File: src/rtl/sbox_inv_pipe_if.sv
// Valid/ready stream carrying one 64-bit bitsliced state per transfer.
// The producer drives valid/data, the consumer drives ready.
`timescale 1ns/1ps

interface sbox_inv_pipe_if;
    logic        valid;
    logic        ready;
    logic [63:0] data;

    modport master (output valid, output data, input ready);
    modport slave  (input valid, input data, output ready);
endinterface

File: src/rtl/sbox_inv_pipe.sv
// Elastic pipelined inverse of the TGIF bitsliced 4-bit S-box layer.
// Four 16-bit slices; each bit column is one independent S-box instance.
`timescale 1ns/1ps

module sbox_inv_pipe #(
    parameter int STAGES = 2
) (
    input  logic clk,
    input  logic rst,
    input  logic flush,
    sbox_inv_pipe_if.slave  s,
    sbox_inv_pipe_if.master m
);

    // First half of the inverse: y -> {t0, t1, t2, t3}
    function automatic logic [63:0] inv_front(input logic [63:0] y);
        logic [15:0] t0, t1, t2, t3;
        t3 = ~y[63:48];
        t1 = y[15:0];
        t0 = y[47:32] ^ t3;
        t2 = y[31:16] ^ (y[15:0] & y[47:32]);
        return {t0, t1, t2, t3};
    endfunction

    function automatic logic [63:0] inv_back(input logic [63:0] t);
        logic [15:0] t0, t1, t2, t3, a, b, c, d;
        t0 = t[63:48];
        t1 = t[47:32];
        t2 = t[31:16];
        t3 = t[15:0];
        d  = t3 ^ t2;
        c  = t2 ^ (t1 | t0);
        a  = t1 ^ (t0 & d);
        b  = t0 ^ (a & c);
        return {a, b, c, d};
    endfunction

    logic        out_valid;
    logic [63:0] out_data;
    logic        en_out;
    logic        last_valid;
    logic [63:0] last_t;

    assign en_out  = ~out_valid | m.ready;
    assign m.valid = out_valid;
    assign m.data  = out_data;

    // Output stage: data only moves when a valid block is loaded, so idle cycles keep m_data
    always_ff @(posedge clk or posedge rst) begin
        if (rst) begin
            out_valid <= 1'b0;
            out_data  <= 64'd0;
        end else if (flush) begin
            out_valid <= 1'b0;
        end else if (en_out) begin
            out_valid <= last_valid;
            if (last_valid) begin
                out_data <= inv_back(last_t);
            end
        end
    end

    generate
        if (STAGES == 2) begin : g_two
            logic        v1;
            logic [63:0] st1;
            logic        en1;

            assign en1        = ~v1 | en_out;
            assign s.ready    = en1 & ~flush;
            assign last_valid = v1;
            assign last_t     = st1;

            always_ff @(posedge clk or posedge rst) begin
                if (rst) begin
                    v1  <= 1'b0;
                    st1 <= 64'd0;
                end else if (flush) begin
                    v1 <= 1'b0;
                end else if (en1) begin
                    v1 <= s.valid;
                    if (s.valid) begin
                        st1 <= inv_front(s.data);
                    end
                end
            end
        end else if (STAGES == 1) begin : g_one
            assign s.ready    = en_out & ~flush;
            assign last_valid = s.valid;
            assign last_t     = inv_front(s.data);
        end else begin : g_bad
            $error("sbox_inv_pipe: STAGES must be 1 or 2");
            assign s.ready    = 1'b0;
            assign last_valid = 1'b0;
            assign last_t     = 64'd0;
        end
    endgenerate

endmodule

File: src/flat_wrapper.sv
// flat-port wrapper written by rule: the top's interface ports become plain ports
module sbox_inv_pipe_flat 
#(
    parameter int STAGES = 2
)
  (clk, rst, flush, s_valid, s_data, s_ready, m_valid, m_data, m_ready);
  sbox_inv_pipe_if s_i ();
  sbox_inv_pipe_if m_i ();
  input  logic clk;
  input  logic rst;
  input  logic flush;
  input wire logic [$bits(s_i.valid)-1:0] s_valid;
  input wire logic [$bits(s_i.data)-1:0] s_data;
  output wire logic [$bits(s_i.ready)-1:0] s_ready;
  output wire logic [$bits(m_i.valid)-1:0] m_valid;
  output wire logic [$bits(m_i.data)-1:0] m_data;
  input wire logic [$bits(m_i.ready)-1:0] m_ready;
  assign s_i.valid = s_valid;
  assign s_i.data = s_data;
  assign s_ready = s_i.ready;
  assign m_valid = m_i.valid;
  assign m_data = m_i.data;
  assign m_i.ready = m_ready;
  sbox_inv_pipe #(.STAGES(STAGES)) u_core (.clk(clk), .rst(rst), .flush(flush), .s(s_i), .m(m_i));
endmodule
File: config.mk
export PLATFORM = sky130hd
export DESIGN_NAME = sbox_inv_pipe_flat
export DESIGN_NICKNAME = d
export VERILOG_FILES = /design/src/rtl/sbox_inv_pipe_if.sv /design/src/rtl/sbox_inv_pipe.sv /design/src/flat_wrapper.sv
export SDC_FILE = /design/constraint.sdc
export NUM_CORES = 1
export LEC_CHECK = 0
export ABC_AREA = 0
export BUFFER_PORTS_ARGS = -buffer_cell sky130_fd_sc_hd__buf_2
export CAP_MARGIN = 10
export CORE_ASPECT_RATIO = 0.75
export CORE_MARGIN = 4
export CORE_UTILIZATION = 35
export DETAILED_ROUTE_END_ITERATION = 8
export GPL_ROUTABILITY_DRIVEN = 0
export PLACE_DENSITY = 0.57
export SETUP_SLACK_MARGIN = 0.4
export SYNTH_ARGS = -nofsm -noshare
export SYNTH_HDL_FRONTEND = slang
export SYNTH_SLANG_ARGS = --single-unit
File: constraint.sdc
create_clock -name clk -period 5.6 [get_ports clk]
set_clock_uncertainty 0.2 [all_clocks]
set_input_delay 0.28 -clock clk [delete_from_list [all_inputs] [get_ports clk]]
set_output_delay 0.28 -clock clk [all_outputs]
set_load 0.01 [all_outputs]
==> impl_metrics.tcl, run 1 <==
set metrics [dict create \
    arrival_ps 2660 \
    synth-seq-area-share_pct 51.6 \
    clock-sinks 130 \
    max_freq_mhz 319 \
    netlist.top_cell.by_area "dfrtp_1" \
    yosysTopAreaCellShare_pct 51.6 \
    dieWidth_um 163 \
    fin_crit_sh_pct 56.0 \
    rr_worst_depth 3 \
    hpwl_um 11600 \
    post_cts_resized 0 \
    syn_area_um2 6310 \
    ys_warn_count 0 \
    antenna_found_initial 0 \
    drc 0 \
    period_minus_slack_ps 3140 \
    slowest_stage "a21oi_2" \
    rows 42 \
    overflow 0 \
    place.detailed.instances 944 \
    routedWlPerCell_um 17.4 \
    end_kind "output port" \
    syn_inst 599 \
    h-tree-depth 4 \
    tns_ps 0 \
    layout-drive-gt1-share_pct 25.0 \
    vias 5243 \
    cp_cell_sequence "and2b_2 -> a21oi_2 -> buf_2" \
    rsz0062_at_grt "false" \
    hold_path_class "primary input to flip-flop" \
    drt_iter0_drc 357 \
    worst_pin_slew_ps 1140 \
    synth_cell_types 33 \
    setup_viol 0 \
    final_cell_mix "134 x buf_2, 130 x dfrtp_1, 91 x o21ai_0, 53 x dlygate4sd3_1, 48 x a31oi_1" \
    startpoint_type "flip-flop" \
    die_area_um2 20300 \
    core_um2 17700 \
    synthFlopType "dfrtp_1" \
    reg2reg_to "u_core.m.data[46]$_DFFE_PP0P_" \
    p_leak_nw 3.77 \
    synth_edf_count 0 \
    viasPerCell 5.10 \
    drt_pass1_iterations 5 \
    final_common_cell "buf_2" \
    nets 843 \
    avgSynthCellArea_um2 10.5 \
    nFillCells 1692 \
    wl_um 17900 \
    ios 135 \
    insertedDiodeCount 0 \
    finalHoldViolCount 0 \
    synthArstFlopShare_pct 100 \
    clkTransAtPathRegs_ps 50 \
    cts_buffers 17 \
    io_buffers 134 \
    fin_cells 1029 \
    reg2reg_from "u_core.g_two.v1$_DFFE_PP0P_" \
    power_density_nw_per_um2 385 \
    drv_cap 0 \
    peakVddDrop_mv 0.162 \
    die_h_um 124 \
    path_max_fanout 51 \
    grt_usage_pct 18.1 \
    grt_pass1_wl_um 28900 \
    cts_tree "built" \
    max_slew_margin_pct 24.1 \
    root_buffer "clkbuf_16" \
    crit_path_start "u_core.m.valid$_DFFE_PP0P_" \
    ys_seq_elements 130 \
    slew_viol_final 0 \
    whs_ps 13.0 \
    status "finished clean" \
    crit_type "flip-flop to output port" \
    synth_area_leaders "dfrtp_1 52%, o21ai_0 7.2%, a31oi_1 4.8%" \
    max_stage_delay_ps 1000 \
    clk_path_buf_depth 2 \
    syn_to_final_growth_pct 29.8 \
    insertion_delay_ps 420 \
    antenna_left 0 \
    start_util_pct 35.7 \
    grt_max_degree 67 \
    required_ps 5120 \
    syn_nets 668 \
    r2r_slack_ps 2820 \
    grt_pass1_vias 5321 \
    critical_path.endpoint "s_ready" \
]
-- synth_stat cells, types with 9 or more instances --
cell type,count
or3_1,16
xnor2_1,32
a21o_1,9
xor2_1,32
nand2_1,16
o21ai_0,91
nor2_1,18
inv_1,24
nor4bb_1,9
mux2i_1,22
dfrtp_1,130
a21oi_1,39
clkbuf_1,17
o31ai_1,15
a31oi_1,48
nand2b_1,18
mux2_2,26
-- timing repair --
item                                    CTS  global route
hold buffers                             53             0
endpoints found under the setup margin    0             0
buffers inserted                          0             0
hold endpoints to repair                117             0
-- layer usage --
layer,part of all wire (%),GRT usage [%]
met5,0,0
met2,46,28.1
met3,8.0,4.87
met4,0.72,4.24
met1,46,25.2
-- worst min path at each step --
stage	slack [ps]	to	startpoint	cells past startpoint
after floorplan	140	u_core.g_two.v1$_DFFE_PP0P_	flush	1
after global placement	280	u_core.m.data[33]$_DFFE_PP0P_	u_core.m.data[33]$_DFFE_PP0P_	2
after detailed placement	290	u_core.m.data[33]$_DFFE_PP0P_	u_core.m.data[33]$_DFFE_PP0P_	2
after CTS	1	u_core.g_two.st1[27]$_DFFE_PP0P_	s_data[27]	3
after global routing	10	u_core.g_two.st1[25]$_DFFE_PP0P_	s_data[25]	3
final	10	u_core.g_two.st1[28]$_DFFE_PP0P_	s_data[28]	3
-- logic make-up after synthesis --
kind of cell / synth area share, %
xor+xnor: 8.89
compound gates: 18.7
simple gates: 8.45
buf+inv: 4.21
mux: 8.13
flops: 51.6
-- critical path, delay by kind of cell (launching register included) --
kind | cells | cell delay [ps]
compound gates | 1 | 1000
buf+inv | 1 | 290
simple gates | 1 | 540
flops | 1 | 410
-- where the power goes --
group / internal, mW / switching [mW]
Clock: 0.596 / 0.392
Combinational: 0.376 / 0.416
Sequential: 1.17 / 0.210
Total: 2.14 / 1.02
-- stage by stage --
step	power (mW)	util, %	setup WS [ps]	cell area (µm²)
floorplan	1.82	-	1650	6310
finish	3.16	46.4	2460	8190
global route	3.36	46.4	2280	8190
CTS	3.19	46.4	2400	8190
detailed placement	2.16	40.4	2770	7140
global placement	2.13	40.4	2850	7140
-- registers in the layout (all words and copies together) (netlist names) --
register,flops
u_core.g_two.v1,1
u_core.g_two.st1,64
u_core.m.data,64
u_core.m.valid,1
-- final cells by class --
cell class,count,area [µm²],share of cell area (%)
Sequential cell,130,3250,39.7
Multi-Input combinational cell,412,2810,34.3
Timing Repair Buffer,188,1210,14.8
Clock buffer,26,489,5.98
Tap cell,242,303,3.70
Inverter,25,96.3,1.18
Clock inverter,6,30.0,0.367
Note: power is estimated with default switching activity, not from simulation.
==> run 2: changes to the inputs <==
==> constraint.sdc (replaced) <==
create_clock -name clk -period 2.9 [get_ports clk]
set_clock_uncertainty 0.2 [all_clocks]
set_input_delay 0.145 -clock clk [delete_from_list [all_inputs] [get_ports clk]]
set_output_delay 0.145 -clock clk [all_outputs]
set_load 0.01 [all_outputs]
==> run 2 against run 1 <==
Effect of this change:
- routed wire length fell by 2.0%
- clock power up 100%
- total power rose by 97%
- combinational power increased by 98%
- hold slack gained 97 ps
- register-to-register slack got worse by 2000 ps
- sequential cell count stayed put
- via count is 2.4% higher
- sequential share of layout area down 1.5 points
- utilization rose by 1.8 points
- worst setup slack worse by 1900 ps
- design area rose by 3.9%
==> impl_metrics.tcl, run 2 (synthesis results as in run 1) <==
set metrics [dict create \
    drv_cap 0 \
    register_area_um2 3250 \
    antenna_left 0 \
    h-tree-depth 4 \
    multi_input_area_um2 2810 \
    cts_tree "built" \
    arrival_ps 1980 \
    max_stage_delay_ps 550 \
    p_leak_nw 3.90 \
    r2r_slack_ps 830 \
    place.detailed.instances 956 \
    final_cell_mix "134 x buf_2, 130 x dfrtp_1, 91 x o21ai_0, 70 x dlygate4sd3_1, 48 x a31oi_1" \
    rr_worst_depth 5 \
    viasPerCell 5.07 \
    tns_ps 0 \
    internal_power_mw 4.28 \
    seqPwrFrac_pct 42.5 \
    slew_viol_final 0 \
    design_area_um2 8500 \
    final_common_cell "buf_2" \
    wl_um 17600 \
    max_slew_margin_pct 50.4 \
    clock_power_share_pct 32.4 \
    drc 0 \
    syn_to_final_growth_pct 34.8 \
    switching_share_pct 31.2 \
    crit_path_start "u_core.m.valid$_DFFE_PP0P_" \
    fin_crit_sh_pct 80.2 \
    period_minus_slack_ps 2330 \
    cp_cell_sequence "and2b_2 -> a21oi_2 -> buf_2" \
    status "finished clean" \
    clock-sinks 130 \
    ios 135 \
    pre_cts_ws_ps 837 \
    dieWidth_um 163 \
    cts_buffers 17 \
    crit_type "flip-flop to output port" \
    die_area_um2 20300 \
    finalHoldViolCount 0 \
    rows 42 \
    grt_pass1_vias 5433 \
    io_buffers 134 \
    rsz0062_at_grt "false" \
    clkTransAtPathRegs_ps 60 \
    layout-drive-gt1-share_pct 25.4 \
    path_max_fanout 24 \
    nets 872 \
    power_mw 6.22 \
    comb_power_share_pct 25.2 \
    hpwl_um 11900 \
    drt_pass1_iterations 5 \
    root_buffer "clkbuf_16" \
    slowest_stage "a21oi_2" \
    setup_viol 0 \
    setup_ws_ps 573 \
    grt_usage_pct 17.6 \
    critical_path.endpoint "s_ready" \
    routedWlPerCell_um 16.6 \
    max_freq_mhz 430 \
    place_area_um2 7250 \
    grt_max_degree 131 \
    worst_pin_slew_ps 744 \
    end_kind "output port" \
    fin_cells 1058 \
    required_ps 2560 \
    nFillCells 1644 \
    core_um2 17700 \
    antenna_found_initial 1 \
    drt_iter0_drc 417 \
    overflow 0 \
    power.switching_mw 1.94 \
    vias 5368 \
    die_h_um 124 \
    insertion_delay_ps 410 \
    reg2reg_to "u_core.m.data[58]$_DFFE_PP0P_" \
    reg2reg_from "u_core.m.valid$_DFFE_PP0P_" \
    start_util_pct 35.7 \
    startpoint_type "flip-flop" \
    peakVddDrop_mv 0.336 \
    power_density_nw_per_um2 732 \
    clk_path_buf_depth 2 \
    grt_pass1_wl_um 28400 \
    hold_path_class "primary input to flip-flop" \
]
run 2: worst min path at each step:
| stage | from | to | slack [ps] | cells past startpoint |
|---|---|---|---|---|
| 2_1_floorplan | flush | u_core.g_two.v1$_DFFE_PP0P_ | 8 | 1 |
| 3_3_place_gp | s_data[50] | u_core.g_two.st1[2]$_DFFE_PP0P_ | 150 | 2 |
| 3_5_place_dp | s_data[55] | u_core.g_two.st1[7]$_DFFE_PP0P_ | 160 | 2 |
| 4_1_cts | s_valid | u_core.g_two.v1$_DFFE_PP0P_ | 90 | 4 |
| 5_1_grt | s_valid | u_core.g_two.v1$_DFFE_PP0P_ | 120 | 4 |
| 6_report | s_valid | u_core.g_two.v1$_DFFE_PP0P_ | 110 | 4 |
run 2: layout make-up:
cell class | instances | area share [%]
diodes | 2 | 0.0589
clock buffers | 24 | 5.43
clock inverters | 6 | 0.971
inverters | 25 | 1.15
multi-input cells | 412 | 33.0
flip-flops and latches | 130 | 38.3
well taps | 242 | 3.56
repair buffers | 217 | 17.6
run 2: routing by layer:
| layer | track usage [%] | wire (µm) |
|---|---|---|
| met4 | 5.03 | 230 |
| met3 | 4.11 | 1110 |
| met5 | 0 | 0 |
| met2 | 27.1 | 7930 |
| met1 | 24.8 | 8320 |
run 2: through the flow:
step / hold slack, ps / util, %
after floorplan: 8.14 / -
after global placement: 154 / 41.1
after detailed placement: 160 / 41.1
after CTS: 93.5 / 48.1
after global routing: 118 / 48.1
final: 110 / 48.2
run 2: power groups by stage:
stage          clock network, mW  registers (mW)  logic, mW
6_report                    2.01            2.64       1.57
5_1_grt                     2.14            2.70       1.76
4_1_cts                     2.06            2.64       1.59
3_5_place_dp                   0            2.67       1.51
3_3_place_gp                   0            2.66       1.47
2_1_floorplan                  0            2.69      0.820
run 2: repair_timing:
| item | in CTS | in global routing |
|---|---|---|
| setup buffers | 0 | 0 |
| hold buffers | 70 | 0 |
| gates resized for setup | 0 | 0 |
| hold endpoints to repair | 196 | 0 |
run 2: worst max-delay path: cells and delay by family, from the launching register on:
family	cells	cell delay [ps]
simple gates	1	370
buf+inv	1	250
flops	1	400
compound gates	1	550
